## config.mk

```make
export PLATFORM = sky130hd
export DESIGN_NAME = chan_copy_pipe
export DESIGN_NICKNAME = d
export VERILOG_FILES = /design/src/rtl/chan_copy_pipe.sv
export SDC_FILE = /design/constraint.sdc
export NUM_CORES = 1
export LEC_CHECK = 0
export ABC_AREA = 1
export BUFFER_PORTS_ARGS = -buffer_cell sky130_fd_sc_hd__buf_2
export CORE_UTILIZATION = 55
export DETAILED_ROUTE_END_ITERATION = 8
export HOLD_SLACK_MARGIN = 0.02
export PLACE_DENSITY = 0.8
export SLEW_MARGIN = 20
export SYNTH_ARGS = -nofsm -noshare
export SYNTH_HDL_FRONTEND = slang
export SYNTH_SLANG_ARGS = --single-unit
export TNS_END_PERCENT = 100
```

## constraint.sdc

```tcl
create_clock -name clk -period 2 [get_ports clk]
set_clock_uncertainty 0.2 [all_clocks]
set_input_delay 0.4 -clock clk [delete_from_list [all_inputs] [get_ports clk]]
set_output_delay 0.4 -clock clk [all_outputs]
set_load 0.1 [all_outputs]
```

## src/rtl/chan_copy_pipe.sv

```systemverilog
// chan_copy_pipe: multi-lane registered copy pipeline with a valid/ready
// handshake, a per-beat lane transform applied on entry, and a wrapping
// counter of completed output transfers.
module chan_copy_pipe #(
  parameter int WIDTH    = 8,
  parameter int CHANNELS = 4,
  parameter int DEPTH    = 2,
  parameter int CNT_W    = 16
) (
  input  logic                      clk,
  input  logic                      rst_n,
  input  logic                      in_valid,
  output logic                      in_ready,
  input  logic [1:0]                in_mode,
  input  logic [CHANNELS*WIDTH-1:0] in_data,
  output logic                      out_valid,
  input  logic                      out_ready,
  output logic [CHANNELS*WIDTH-1:0] out_data,
  output logic [CNT_W-1:0]          xfer_count
);

  localparam int DW = CHANNELS * WIDTH;

  logic [DEPTH-1:0]         valid_q, valid_d;
  logic [DEPTH-1:0][DW-1:0] data_q, data_d;
  logic [DEPTH-1:0]         adv;
  logic [DW-1:0]            xform;
  logic [CNT_W-1:0]         count_q, count_d;

  // Transform the incoming beat according to its mode before it enters stage 0
  always_comb begin
    xform = in_data;
    case (in_mode)
      2'd0: xform = in_data;
      2'd1: xform = ~in_data;
      2'd2: begin
        for (int k = 0; k < CHANNELS; k++) begin
          for (int i = 0; i < WIDTH; i++) begin
            xform[k*WIDTH + i] = in_data[k*WIDTH + (WIDTH-1-i)];
          end
        end
      end
      default: begin
        for (int k = 0; k < CHANNELS; k++) begin
          xform[k*WIDTH +: WIDTH] = in_data[((k+1) % CHANNELS)*WIDTH +: WIDTH];
        end
      end
    endcase
  end

  // Advance chain from the output back to stage 0, so an empty slot anywhere downstream lets earlier stages move
  always_comb begin
    logic chain;
    adv   = '0;
    chain = out_ready;
    for (int s = DEPTH-1; s >= 0; s--) begin
      chain  = !valid_q[s] || chain;
      adv[s] = chain;
    end
  end

  // Next-state for every stage plus the transfer counter
  always_comb begin
    valid_d = valid_q;
    data_d  = data_q;
    count_d = count_q;
    if (adv[0]) begin
      valid_d[0] = in_valid;
      data_d[0]  = xform;
    end
    for (int s = 1; s < DEPTH; s++) begin
      if (adv[s]) begin
        valid_d[s] = valid_q[s-1];
        data_d[s]  = data_q[s-1];
      end
    end
    if (valid_q[DEPTH-1] && out_ready) begin
      count_d = count_q + CNT_W'(1);
    end
  end

  // Pipeline and counter registers; reset discards every in-flight beat
  always_ff @(posedge clk or negedge rst_n) begin
    if (!rst_n) begin
      valid_q <= '0;
      data_q  <= '0;
      count_q <= '0;
    end else begin
      valid_q <= valid_d;
      data_q  <= data_d;
      count_q <= count_d;
    end
  end

  assign in_ready   = adv[0];
  assign out_valid  = valid_q[DEPTH-1];
  assign out_data   = data_q[DEPTH-1];
  assign xfer_count = count_q;

endmodule

```

* Word-level counts from Yosys, hierarchy flattened
Index checks and enable logic that the tools add are counted. W data, S select, Z words.
Word-level totals: bits in registers 82, bits in latches 0, memory bits (writable) 0, ROM bits 0, bits of input ports 38, output and inout port bits 50, memories kept 0
Cells by class: add/subtract/negate cells 1, multipliers 0, div/mod/pow operators 0, magnitude comparators 0, equal/unequal tests 2, shifts and indexed selects 0, mux-type cells 1, bitwise logic cells 1, reduce and logical (&&, ||, !) cells 6
Operators with widths (number):
- $pmux W32 S3 | 1
- $not A32 Y32 | 1
- $add A16 B1 Y16 const B | 1
- $eq A2 B1 Y1 const B | 1
- $eq A2 B2 Y1 const B | 1
- $logic_not A1 Y1 | 2
- $logic_not A2 Y1 | 1
- $logic_or A1 B1 Y1 | 2
- $logic_and A1 B1 Y1 | 1

* Longest topological paths before layout
depth in word-level cells 3, gate-level depth with buffers 9

* Worst setup path after synthesis
OpenSTA, ideal clock, no wires.
path kind reg-to-output, start reg valid_q[1], end out in_ready, data arrival time 1.730 ns, required time 1.400 ns, slack -0.330 ns, cell stages (with the launch flop) 6, path through dfrtp_1 -> inv_2 -> nor2_4 -> nand2_2 -> buf_6 -> buf_2
Between the ends: longest elaborated chain between the ends 3
Ends and longest elaborated chain:
- from (decl) | line 24 | logic [DEPTH-1:0] valid_q, valid_d;
- from (signal assigned) | line 89 | valid_q <= valid_d;
- $logic_not A1 Y1 | line 57 | chain = !valid_q[s] || chain;
- $logic_or A1 B1 Y1 (2 in series) | line 57
- to (decl) | line 13 | output logic in_ready,
Every way passes these cells.

* Worst setup path after layout
start reg count_q[9] (netlist: xfer_count[9]), end out xfer_count[9]
RTL lines:
- from (decl) | line 28 | logic [CNT_W-1:0] count_q, count_d;
- from (signal assigned) | line 91 | count_q <= count_d;
- to (decl) | line 19 | output logic [CNT_W-1:0] xfer_count
No word-level cell between the ends.

==> run_results.csv <==
group,metric,value,unit
run_status,status,"complete, no violations",
final_layout,final_common_cell,"nand2_1",
worst_hold_path,min_from,"in_valid",
placed_design,post_placement_worst_setup_slack,0.211,ns
power,power_switching_share,47.8,%
clocking,ctsRootBufferMaster,"clkbuf_8",
grt,grt_antenna_before_repair,0,
power,share_clk_of_total_power,20.1,%
sta,fmaxAchievable,539,MHz
sta,fin_setup_tns,0,ns
synthesis,seq_area_frac_synth,46.8,%
clocking,cts_setup_buffers,0,
synthesis,netlist_instances,591,
clocking,cts_buffer_depth,2,
die,io_pins,88,
placed_design,gp_weighted_congestion,0.833,
synthesis,yosysUniqueCellTypes,25,
clocking,cts_tree,"done",
clocking,cts_max_level,3,
clocking,cts.reportedPaths.clkPinSlew,0.08,ns
grt,grt.total_usage,25.4,%
placed_design,dp_hpwl,7120,um
drt,post-route-drc-count,0,
drt,drt_first_pass_iters,4,
die,die_w,91.3,um
sta,max_slew_margin,38.3,%
final_layout,seq_area,2060,um2
die,floorplan.rows,32,
final_layout,layout.core_utilization,63.6,%
clocking,clock_latency,0.35,ns
drt,final_antenna_net_count,0,
final_layout,layout.cells.most_common_list,"196 x nand2_1, 107 x nor2_1, 85 x buf_2",
clocking,numClockSinks,82,
sta,final-hold-violation-count,0,
setup_path,arrival_time_at_the_worst_endpoint,1.26,ns
setup_path,cp.buffers_inverters,1,
grt,pin_count_of_the_biggest_net_entering_global_routing,46,
power,comb_power_share,40.6,%
power,switchingPower,2.60,mW
setup_path,worst_setup_path_startpoint,"xfer_count[9]$_DFFE_PN0P_",
setup_path,cp_data_required_time,1.40,ns
sta,slew_viol_final,0,
sta,finalCritPeriodShare,92.8,%
placed_design,port_buffers,87,
drt,wire_per_inst,12.9,um
power,cellInternalPower,2.83,mW
synthesis,ys_seq_elements,82,
die,die_h,91.3,um
flow_run,cap_viol_max_count,0,
final_layout,drive_gt1_share,19.9,%
grt,gr-total-overflow,0,
grt,grt_pass1_wl,16600,um
drt,drtIter0Drc,211,
sta,worstMarginPinSlew,0.925,ns
worst_hold_path,timing.hold.worst.class,"primary input to register",
drt,wirelength,9700,um
final_layout,area_delta_synth_final,12.0,%
sta,worst_slack,0.144,ns
power,static-leakage-power,2.62,nW
setup_path,worstPathMaxFanout,6,
sta,unrepaired_setup_endpoints_after_global_routing,"no",
final_layout,area_of_the_multi_input_gates,1780,um2
setup_path,critical_path_class,"register to output port",
drt,dr_total_vias,3837,
synthesis,synthesis.nets,630,
die,floorplan.die_area,8340,um2
final_layout,num-nets-final,683,
power,worst_ir_drop_vdd,0.516,mV
setup_path,critical-path-slowest-cell,"buf_2",
setup_path,path_cells,"buf_2",
setup_path,setup.worst_path.start_class,"register",
setup_path,crit_path_end_kind,"output port",
final_layout,n_antenna_cell,0,
power,power_density,1100,nW/um2
synthesis,synth.yosys.warnings,0,
setup_path,critical-path-top-delay-family,"buffers and inverters",
power,pwr-share-seq,39.3,%
setup_path,critPathMaxStageDelay,0.46,ns
synthesis,synth_area_per_cell,7.42,um2
die,floorplan.core_area,7730,um2
grt,via_count_of_the_first_global_routing_pass,3609,
final_layout,fillers,688,
drt,post_drt_via_cell_ratio,5.11,
clocking,tritoncts.num_buffers,9,
sta,finalSetupViolCount,0,
die,start_util,56.8,%
setup_path,crit-reg2reg-launch,"valid_q[1]$_DFFE_PN0P_",
sta,hold-worst-slack,0.0566,ns
synthesis,synth.cell_area,4390,um2
sta,final_period_minus_worst_setup_slack,1.86,ns
## power by group through the flow
stage          logic, mW  registers (mW)  clock network, mW
2_1_floorplan       1.54            2.56                  0
3_3_place_gp        2.17            2.15                  0
4_1_cts             2.22            2.13               1.11
5_1_grt             2.33            2.17               1.19
3_5_place_dp        2.21            2.16                  0
6_report            2.20            2.13               1.09
## cell usage after synthesis
master    instances  share of area (%)
nor3_1            1               0.11
buf_6             2               0.51
nor2_2            1               0.14
o211ai_1         32                5.5
dfrtp_1          82                 47
xor2_1            6                1.2
ha_1              1               0.29
nand4_1           7                1.0
nor3_4            1               0.37
nand2_2           2               0.29
buf_2            10                1.1
clkbuf_1         11               0.94
o21ai_0          18                2.1
nand3_1           6               0.68
o21ai_1          14                1.6
nor3_2            1               0.23
xnor2_1           3               0.60
nor2_1          108                9.2
buf_4            32                5.5
nand2_1         196                 17
or2_2             1               0.14
inv_1            52                4.4
nor2_4            1               0.26
inv_2             1              0.085
buf_1             2               0.17
## layer usage
layer / vias up / share of wire (%) / track usage, % / wire length, um
met5: - / 0 / 0 / 0
met4: 0 / 1.9 / 9.92 / 184
met3: 18 / 4.7 / 4.69 / 454
met2: 116 / 47 / 38.9 / 4520
met1: 1801 / 47 / 35.8 / 4540
li1: 1902 / - / - / -
## stage by stage
stage	area [um2]	total power, mW	std cells
floorplan	4390	4.10	591
global placement	4720	4.32	734
detailed placement	4720	4.37	734
CTS	4910	5.46	751
global route	4910	5.69	751
finish	4910	5.43	751
## worst reg2reg max path, cell delays in order, from the launching register on
cell and delay, ns:
dfrtp_2 0.43, inv_2 0.07, nor2_4 0.04, inv_1 0.66, nand2_1 0.16, nand2_1 0.10
## area by class of cell
cell class,instances,share of cell area [%]
Sequential cell,82,41.9
Tap cell,102,2.60
Inverter,53,4.05
Clock inverter,5,0.586
Timing Repair Buffer,99,11.6
Clock buffer,11,3.08
Multi-Input combinational cell,399,36.2
## worst paths after layout
check                      slack [ns]  cells past startpoint                        to
max in group asynchronous        0.79                      3  out_data[10]$_DFFE_PN0P_
setup reg to reg                 0.27                      5  out_data[14]$_DFFE_PN0P_
min in group asynchronous        0.29                      2  out_data[17]$_DFFE_PN0P_
hold / removal                   0.06                      3    valid_q[0]$_DFFE_PN0P_
hold reg to reg                  0.27                      2   out_data[5]$_DFFE_PN0P_
setup / recovery                 0.14                      1             xfer_count[9]
## state kept, by name, indices dropped and copies added, names as in the netlist
register / count
out_data: 32
data_q: 32
valid_q: 2
xfer_count: 16
## what timing repair did
action                    in CTS  in global routing
hold buffers                   1                  0
hold endpoints to repair      21                  0
resized for setup              0                  0
## kinds of logic after synthesis
family	Yosys count	synth area share, %
AOI/OAI and AO/OA	64	9.13
xor gates and xnor gates	9	1.80
adders and majority gates	1	0.285
buffers and inverters	110	12.8
DFF	82	46.8
and+or+nand+nor	325	29.2
No activity file was read; power rests on OpenSTA's default activity.
